==> src/rtl/ctr_monitor.sv <==
// ctr_monitor: lock/wrap/resync/error monitor for an upstream 3-bit counter.
// Optional stall detection is compiled in with CTR_MON_STALL_EN.
module ctr_monitor #(
    parameter int LOCK_LEN = 8,
    parameter int WRAP_W   = 8
) (
    input  logic              clk,
    input  logic              rst,
    input  logic [2:0]        ctr,
    input  logic              ctr_vld,
    input  logic              clr,
    output logic              wrap_pulse,
    output logic              resync_pulse,
    output logic              err,
    output logic              lock,
    output logic [WRAP_W-1:0] wrap_cnt
`ifdef CTR_MON_STALL_EN
    ,
    output logic              stall
`endif
);
    typedef enum logic [1:0] {EMPTY, TRACK, LOCKED, FAULT} state_t;
    localparam logic [3:0] LL = 4'(LOCK_LEN);
    state_t state, state_nx;
    logic [2:0] prev;
    logic [3:0] gcnt, gcnt_nx;
    logic good, resync, hold, wrap, set_err, rs;
    assign good   = ctr == prev + 3'd1;
    assign resync = !good && ctr == 3'd0 && prev != 3'd7;
    assign hold   = !good && !resync && ctr == prev;
    assign wrap   = ctr_vld && state != EMPTY && good && ctr == 3'd0;
    always_comb begin
        state_nx = state;
        gcnt_nx  = gcnt;
        set_err  = 1'b0;
        rs       = 1'b0;
        if (ctr_vld) begin
            unique case (state)
                EMPTY: begin
                    state_nx = TRACK;
                    gcnt_nx  = 4'd0;
                end
                TRACK, LOCKED: begin
                    if (good) begin
                        if (state == TRACK) begin
                            gcnt_nx  = gcnt + 4'd1;
                            state_nx = (gcnt + 4'd1 >= LL) ? LOCKED : TRACK;
                        end
                    end else if (resync) begin
                        state_nx = TRACK;
                        gcnt_nx  = 4'd0;
                        rs       = 1'b1;
                    end else if (!hold) begin
                        state_nx = FAULT;
                        gcnt_nx  = 4'd0;
                        set_err  = 1'b1;
                    end
                end
                FAULT: begin
                    if (good) begin
                        state_nx = (LL <= 4'd1) ? LOCKED : TRACK;
                        gcnt_nx  = 4'd1;
                    end
                end
            endcase
        end
    end
    always_ff @(posedge clk or negedge rst) begin
        if (!rst) begin
            state        <= EMPTY;
            prev         <= 3'd0;
            gcnt         <= 4'd0;
            wrap_pulse   <= 1'b0;
            resync_pulse <= 1'b0;
            err          <= 1'b0;
            lock         <= 1'b0;
            wrap_cnt     <= '0;
        end else begin
            state        <= state_nx;
            gcnt         <= gcnt_nx;
            prev         <= ctr_vld ? ctr : prev;
            wrap_pulse   <= wrap;
            resync_pulse <= rs;
            lock         <= state_nx == LOCKED;
            err          <= clr ? 1'b0 : (err | set_err);
            wrap_cnt     <= clr ? '0 : (wrap && wrap_cnt != '1) ? wrap_cnt + WRAP_W'(1) : wrap_cnt;
        end
    end
`ifdef CTR_MON_STALL_EN
    // hcnt counts consecutive hold steps, saturating at 4
    logic [2:0] hcnt;
    logic       step;
    assign step = ctr_vld && state != EMPTY;
    always_ff @(posedge clk or negedge rst) begin
        if (!rst) begin
            hcnt  <= 3'd0;
            stall <= 1'b0;
        end else begin
            hcnt  <= !step ? hcnt : !hold ? 3'd0 : (hcnt == 3'd4) ? hcnt : hcnt + 3'd1;
            stall <= clr ? 1'b0 : (stall | (step && hold && hcnt >= 3'd3));
        end
    end
`endif
endmodule

==> config.mk <==
export PLATFORM = sky130hd
export DESIGN_NAME = ctr_monitor
export DESIGN_NICKNAME = d
export VERILOG_FILES = /design/src/rtl/ctr_monitor.sv
export SDC_FILE = /design/constraint.sdc
export NUM_CORES = 1
export LEC_CHECK = 0
export BUFFER_PORTS_ARGS = -buffer_cell sky130_fd_sc_hd__buf_2
export CORE_MARGIN = 2
export CORE_UTILIZATION = 55
export CTS_CLUSTER_DIAMETER = 100
export CTS_CLUSTER_SIZE = 12
export DETAILED_ROUTE_END_ITERATION = 12
export GPL_ROUTABILITY_DRIVEN = 0
export PLACE_DENSITY_LB_ADDON = 0.1
export SLEW_MARGIN = 40
export SYNTH_ARGS = -nofsm -noshare
export SYNTH_HDL_FRONTEND = slang
export SYNTH_SLANG_ARGS = --single-unit
==> constraint.sdc <==
create_clock -name clk -period 2.8 [get_ports clk]
set_input_delay 0.56 -clock clk [delete_from_list [all_inputs] [get_ports clk]]
set_output_delay 0.56 -clock clk [all_outputs]
set_load 0.01 [all_outputs]
==> flow_summary.ini, run 1 <==
[clock_tree]
clk_latency_ns = 0.30
htree_levels = 1
cts_root_buf = clkbuf_4
cts_buffers = 3
clk_pin_slew_ns = 0.12
post_cts_buffers = 0
cts_tree = yes
cts-resized-gates = 0
clock_sinks = 21
hold_buffers = 0
cts_buffer_depth = 2

[outcome]
outcome = finished, final reports clean

[pwr]
power.leakage_nw = 0.677
p_per_area_nw_per_um2 = 587
power_w = 0.000830
vdd.ir_drop.worst_v = 0.000391

[die]
die_y_um = 51.8
coreArea_um2 = 2190
rows = 17
die_x_um = 51.8
num_io_pins = 19
dieArea_um2 = 2690
initial_core_util_pct = 57.5

[layout]
n_antenna_cell = 0
fin_util_pct = 64.6
syn_to_final_growth_pct = 12.4
drive_above_1_share_pct = 24.2
nets = 165
mostFrequentLayoutCells = dfrtp_1, buf_2, nor2_1
fillers = 181
final_common_cell = dfrtp_1

[job]
cap_viol_max_count = 0

[grt]
grt_remaining_overflow = 0
first_global_vias = 1041
grt_max_degree = 22
grt_first_pass_wirelength_um = 4400
grt_usage_pct = 22.0
antenna_found_initial = 0

[timing]
hold_viol_final = 0
fin_skew_ns = 0.00857
period_needed_ns = 2.55
tns_ns = 0
fin_hold_ws_ns = 0.192
slew_violations = 0
max_freq_mhz = 392
post-route-period-util_pct = 91.0
max-slew-margin-rel_pct = 64.7
setup_viol = 0
rsz0062_at_grt = false
setup_slack_ns = 0.251
worstMarginPinSlew_ns = 0.524

[min_path]
hp-class = in -> async

[route]
drtIter0Drc = 23
vias = 1053
antenna_left = 0
dr.pass1.iters = 4
postRouteWirelength_um = 2530
drc = 0
avgViaCountPerCell = 5.95
wl_per_cell_um = 14.3

[place]
place_ws_ns = 0.244
portBuffers = 18
dp_hpwl_um = 1940

[yosys]
syn-num-nets = 142
synth_top_area_share_pct = 41.7
yosysUniqueCellTypes = 41
syn_area_um2 = 1260
synth.largest_area_cell = dfrtp_1
seq_area_frac_synth_pct = 41.7
synthCells = 127
synth_seq_cells = 21
ys_top_cells_by_area = dfrtp_1, ha_1, mux2_2
yosysWarnings = 0
avgSynthCellArea_um2 = 9.91

[worst_setup_path]
worstPathMaxFanout = 3
startpoint_type = flip-flop
worst_ep_required_time_ns = 3.01
critPathCaptureType = flip-flop
crit_arrival_ns = 2.75
crit_type = reg -> reg
worst max-delay path, cell delays in order, from the launching register on:
cell and delay, ns:
dfrtp_1 0.42, ha_1 0.21, ha_1 0.28, xor2_1 0.16, or3_1 0.36, nor4b_1 0.47, and3_1 0.23, mux2_2 0.32
layout make-up:
class	instances	area (µm²)	share of cell area, %
clock inverters	1	5.00	0.354
well taps	28	35.0	2.48
inverters	6	22.5	1.59
flip-flops and latches	21	526	37.1
clock buffers	3	22.5	1.59
multi-input cells	97	692	48.9
repair buffers	21	113	7.96
state kept, by name (all words and copies together), names as in the netlist:
| signal | count |
|---|---|
| wrap_cnt | 8 |
| gcnt | 4 |
| prev | 3 |
| state | 2 |
| err | 1 |
| lock | 1 |
| resync_pulse | 1 |
| wrap_pulse | 1 |
where the power goes:
part,total (W),internal (W),switching [W],leakage [nW]
clock,0.000147,0.0000532,0.0000934,0.0177
sequential,0.000370,0.000338,0.0000327,0.279
combinational,0.000313,0.000134,0.000179,0.380
routing by layer:
metal	global-route usage (%)	vias to the layer above	wire, µm
li1	-	511	-
met4	10.1	0	37
met5	0	-	0
met1	26.6	506	1080
met2	38.0	30	1330
met3	3.74	6	86
per-stage QoR:
step / instance area, µm² / instances
2_1_floorplan: 1260 / 127
3_3_place_gp: 1390 / 173
3_5_place_dp: 1390 / 173
4_1_cts: 1420 / 177
5_1_grt: 1420 / 177
6_report: 1420 / 177
synth_stat cells:
library cell  count
o21ba_2           1
xor2_1            3
a31o_2            1
a221o_2           1
o22ai_1           1
nand2_1           6
ha_1              8
or3_1             2
o31a_1            1
a32o_1            1
nand2b_1          2
a21oi_1           4
dfrtp_1          21
xnor2_1           5
a211o_1           1
o31a_2            1
or4_4             1
nand4_1           1
nand3b_1          2
a31oi_1           1
and4_1            1
o31ai_1           2
nand3_1           4
a2bb2oi_1         1
nor4b_1           1
buf_6             1
nor3_1            7
a211oi_1          1
a41oi_1           2
mux2i_1           1
or4_1             1
clkbuf_1          2
o21ai_0           3
nor2_1           14
and3_1            2
nor3b_1           2
mux2_2            6
o2bb2ai_1         1
nor2b_1           3
inv_1             6
nor4_1            2
cells by family (layout without fill, tap and decap cells):
family,after synthesis,after routing,synth area share [%]
AO/OA/AOI/OAI,23,23,13.7
XOR/XNOR,8,8,5.57
adder cells (fa/ha/maj),8,8,7.95
buffers and inverters,9,31,3.28
flip-flops,21,21,41.7
multiplexers,7,7,6.16
AND/OR/NAND/NOR,51,51,21.6
final timing paths:
check | startpoint | endpoint | slack [ns] | depth (start not counted)
max | prev[0] | wrap_cnt[4] | 0.25 | 7
min | rst | state[0] | 0.19 | 1
max reg2reg | prev[0] | wrap_cnt[4] | 0.25 | 7
min reg2reg | err | err | 0.53 | 2
max in group asynchronous | rst | prev[2] | 2.28 | 1
min in group clk | err | err | 0.53 | 2
(Power assumes the default switching activity.)
==> run 2, diff against run 1 <==
Settings changed: CORE_MARGIN 2 to unset, RECOVER_POWER set to 100.
==> run 2 against run 1 <==
Non-clock buffer count shrank 1. Cell area fell by 2.5%. Utilization increased by 2.3 points. Clock power is essentially flat. Fmax down 2.4%. Wire length grew 1.4%. Setup slack got worse by 0.062 ns. Sequential share of layout area is 0.94 points higher. Critical endpoint is now wrap_cnt[7]. Largest power group unchanged.
==> flow_summary.ini, run 2 (synthesized netlist as in run 1, its figures left out) <==
[grt]
grt_remaining_overflow = 0
grt_usage_pct = 25.0
first_global_vias = 1041
grt_max_degree = 22
antenna_found_initial = 0
grt_first_pass_wirelength_um = 4660

[route]
avgViaCountPerCell = 5.85
drc = 0
vias = 1023
postRouteWirelength_um = 2560
antenna_left = 0
top_layer_used = met4
dr_wl_met3_um = 120
dr_wl_met2_um = 1210
drtIter0Drc = 25
wl_met1_um = 1170
wl_per_cell_um = 14.7
dr.pass1.iters = 4

[worst_setup_path]
r2r_slack_ns = 0.19
critPathCaptureType = flip-flop
worstPathMaxFanout = 5
crit_end = wrap_cnt[7]
crit_chain = ha_1, ha_1, xor2_1, or3_1, or4_4, o31a_1, o21ba_2
r2r-start = prev[0]
startpoint_type = flip-flop
crit_slowest_cell = or4_4
cp-startpoint = prev[0]
r2r-end = wrap_cnt[7]
crit_arrival_ns = 2.82
critPathMaxStageDelay_ns = 0.57
worst-r2r-cell-count = 7
cp_common_cell = ha_1
crit_type = reg -> reg
worst_ep_required_time_ns = 3.01

[pwr]
swShare_pct = 37.5
p_comb_share_pct = 37.4
power.leakage_nw = 0.604
seqPwrFrac_pct = 44.5
intPower_w = 0.000519
p_sw_w = 0.000312
power_w = 0.000831
clkPwrFrac_pct = 18.1
vdd.ir_drop.worst_v = 0.000391
p_per_area_nw_per_um2 = 602

[die]
die_x_um = 49.8
initial_core_util_pct = 61.0
rows = 16
coreArea_um2 = 2060
dieArea_um2 = 2480
num_io_pins = 19
die_y_um = 49.8

[outcome]
outcome = finished, final reports clean

[layout]
drive_above_1_share_pct = 12.2
final_cells = 175
largest_reg_flops = 8
largest-register = wrap_cnt
syn_to_final_growth_pct = 9.64
top_regs = wrap_cnt (8), gcnt (4), prev (3)
n_antenna_cell = 0
mostFrequentLayoutCells = dfrtp_1, clkbuf_1, nor2_1
fillers = 177
final_common_cell = dfrtp_1
nets = 164
postLayoutCellArea_um2 = 1380
final-seq-area_um2 = 526
multi_input_area_um2 = 692

[timing]
worstMarginPinSlew_ns = 1.10
fin_skew_ns = 0.00420
fin_hold_ws_ns = 0.422
post-route-period-util_pct = 93.2
rsz0062_at_grt = false
setup_viol = 0
period_needed_ns = 2.61
tns_ns = 0
max_freq_mhz = 383
max-slew-margin-rel_pct = 26.8
hold_viol_final = 0
slew_violations = 0

[clock_tree]
cts_root_buf = clkbuf_4
hold_buffers = 0
htree_levels = 1
clk_pin_slew_ns = 0.12
clk_latency_ns = 0.31
clock_sinks = 21
cts_tree = yes
post_cts_buffers = 0
cts-resized-gates = 0
cts_buffers = 3
cts_buffer_depth = 2

[job]
cap_viol_max_count = 0

[min_path]
hp-class = in -> async

[place]
dp_hpwl_um = 1940
dp.cells = 171
portBuffers = 18
placed_area_um2 = 1380
==> run 2: changes by cell type in the layout (fill, tap and decap cells not counted) <==
cell      before  now
buf_2         18    4
clkbuf_1       0   17
buf_4          3    0
clkinv_2       1    0
==> run 2: worst min path at each step <==
stage                     slack (ns)  depth (start not counted)  endpoint
after floorplan                 0.26                          0       err
after global placement          0.49                          2       err
after detailed placement        0.49                          2       err
after CTS                       0.20                          1  state[1]
after global routing            0.52                          1   gcnt[3]
final                           0.42                          1   gcnt[0]
==> run 2: per-stage QoR <==
stage	util, %	setup slack [ns]
after global routing	66.9	0.0244
after detailed placement	66.9	0.196
final	66.9	0.189
after floorplan	-	0.245
after CTS	68.1	0.184
after global placement	66.9	0.250
==> run 2: cell type report <==
class,count,area share (%)
clock buffers,4,1.90
flip-flops and latches,21,38.1
repair buffers,20,5.80
well taps,27,2.45
inverters,6,1.63
multi-input cells,97,50.1
==> run 2: metal layers <==
metal	vias to the layer above	global-route usage, %
li1	505	-
met1	477	33.0
met2	33	39.4
met3	8	4.01
met4	0	12.4
met5	-	0
==> run 2: critical path, delay by kind of cell (launching register included) <==
family / cells / cell delay [ns]
AOI/OAI and AO/OA: 2 / 0.45
xor gates and xnor gates: 1 / 0.17
adders and majority gates: 2 / 0.50
DFF: 1 / 0.42
and+or+nand+nor: 2 / 0.97
==> run 2: power groups by stage <==
stage / clock (W) / sequential (W) / combinational, W
2_1_floorplan: 0 / 0.000374 / 0.000231
3_3_place_gp: 0 / 0.000374 / 0.000296
3_5_place_dp: 0 / 0.000374 / 0.000313
4_1_cts: 0.000153 / 0.000369 / 0.000314
5_1_grt: 0.000163 / 0.000377 / 0.000355
6_report: 0.000150 / 0.000370 / 0.000310
==> run 3, diff against run 2 <==
Settings changed: CORE_MARGIN set to 2.
==> run 3 against run 2 <==
Clock skew increased by 0.0055 ns. Sequential power hardly changed. Sequential share of layout area fell by 0.17 points. Total power fell by 0.83%. Utilization down 3.7 points. Combinational power shrank 2%. Fmax is 1.6% higher. Cell area increased by 0.45%.
==> flow_summary.ini, run 3 (synthesized netlist as in run 1, its figures left out) <==
[outcome]
outcome = finished, final reports clean

[timing]
slew_violations = 0
hold_viol_final = 0
fin_skew_ns = 0.00965
period_needed_ns = 2.57
tns_ns = 0
worstMarginPinSlew_ns = 1.15
max_freq_mhz = 389
fin_hold_ws_ns = 0.444
post-route-period-util_pct = 91.8
max-slew-margin-rel_pct = 23.4
setup_viol = 0
rsz0062_at_grt = false

[layout]
nets = 165
largest-register = wrap_cnt
largest_reg_flops = 8
drive_above_1_share_pct = 12.8
mostFrequentLayoutCells = dfrtp_1, clkbuf_1, nor2_1
top_regs = wrap_cnt (8), gcnt (4), prev (3)
final_common_cell = dfrtp_1
n_antenna_cell = 0
postLayoutCellArea_um2 = 1390
syn_to_final_growth_pct = 10.1
fillers = 183

[route]
vias = 1050
wl_per_cell_um = 14.4
postRouteWirelength_um = 2540
antenna_left = 0
avgViaCountPerCell = 5.93
drc = 0
drtIter0Drc = 20
dr.pass1.iters = 4

[min_path]
hp-class = in -> async

[clock_tree]
cts_tree = yes
hold_buffers = 0
clk_pin_slew_ns = 0.13
cts_buffer_depth = 2
post_cts_buffers = 0
cts_buffers = 3
cts_root_buf = clkbuf_4
htree_levels = 1
clk_latency_ns = 0.30
cts-resized-gates = 0
clock_sinks = 21

[die]
rows = 17
die_x_um = 51.8
coreArea_um2 = 2190
initial_core_util_pct = 57.5
num_io_pins = 19
die_y_um = 51.8
dieArea_um2 = 2690

[worst_setup_path]
crit_arrival_ns = 2.80
critical_path_buf_inv_count = 0
crit_slowest_cell = or4_1
r2r_slack_ns = 0.23
worst_ep_required_time_ns = 3.03
critPathMaxStageDelay_ns = 0.60
cpLargestDelayFamily = simple AND/OR/NAND/NOR gates
crit_type = reg -> reg
startpoint_type = flip-flop
crit_chain = ha_1, ha_1, xor2_1, or3_1, or4_1, or3_1, a21oi_1
worstPathMaxFanout = 4
critPathCaptureType = flip-flop

[grt]
grt_first_pass_wirelength_um = 4400
antenna_found_initial = 0
grt_remaining_overflow = 0
first_global_vias = 1041
grt_busiest_layer = met2
grt_use_met3_pct = 3.74
grtUsageMet2_pct = 38.0
grt_util_met1_pct = 26.6
grt_usage_pct = 22.0
grt_max_degree = 22

[place]
portBuffers = 18
dp_hpwl_um = 1940
placed_area_um2 = 1390

[pwr]
power.leakage_nw = 0.611
p_per_area_nw_per_um2 = 594
vdd.ir_drop.worst_v = 0.000391

[job]
cap_viol_max_count = 0
run 3: path summary, 6_finish.rpt:
check / start / endpoint / cells after the start
min in group clk: err / err / 2
setup reg to reg: prev[0] / wrap_cnt[5] / 7
hold reg to reg: err / err / 2
hold / removal: rst / state[0] / 1
max in group asynchronous: rst / prev[1] / 1
setup / recovery: prev[0] / wrap_cnt[5] / 7
run 3: layout make-up:
cell class	instances	area (µm²)	area share (%)
Timing Repair Buffer	21	87.6	6.32
Sequential cell	21	526	37.9
Tap cell	28	35.0	2.53
Inverter	6	22.5	1.62
Clock inverter	1	5.00	0.361
Multi-Input combinational cell	97	688	49.6
Clock buffer	3	22.5	1.62
run 3: worst register-to-register path, stage by stage, from the launching register on:
cell     delay [ns]
dfrtp_1        0.42
ha_1           0.21
ha_1           0.28
xor2_1         0.16
or3_1          0.35
or4_1          0.60
or3_1          0.33
a21oi_1        0.15
run 3: power by group:
group | internal (W) | switching, W | leakage, nW
Combinational | 0.000127 | 0.000178 | 0.313
Sequential | 0.000338 | 0.0000335 | 0.279
Clock | 0.0000532 | 0.0000942 | 0.0177
run 3: stage by stage:
stage                     setup slack [ns]  std cells  utilization [%]  power (W)
after floorplan                      0.245        127                -   0.000604
after global placement               0.303        173             63.3   0.000681
after detailed placement             0.244        173             63.3   0.000688
after CTS                            0.240        177             64.6   0.000836
after global routing                0.0975        177             63.3   0.000886
final                                0.230        177             63.3   0.000824
run 3: metal layers:
layer | up-vias | share of wire [%]
li1 | 511 | -
met1 | 509 | 43
met2 | 24 | 52
met3 | 6 | 3.1
met4 | 0 | 1.5
met5 | - | 0
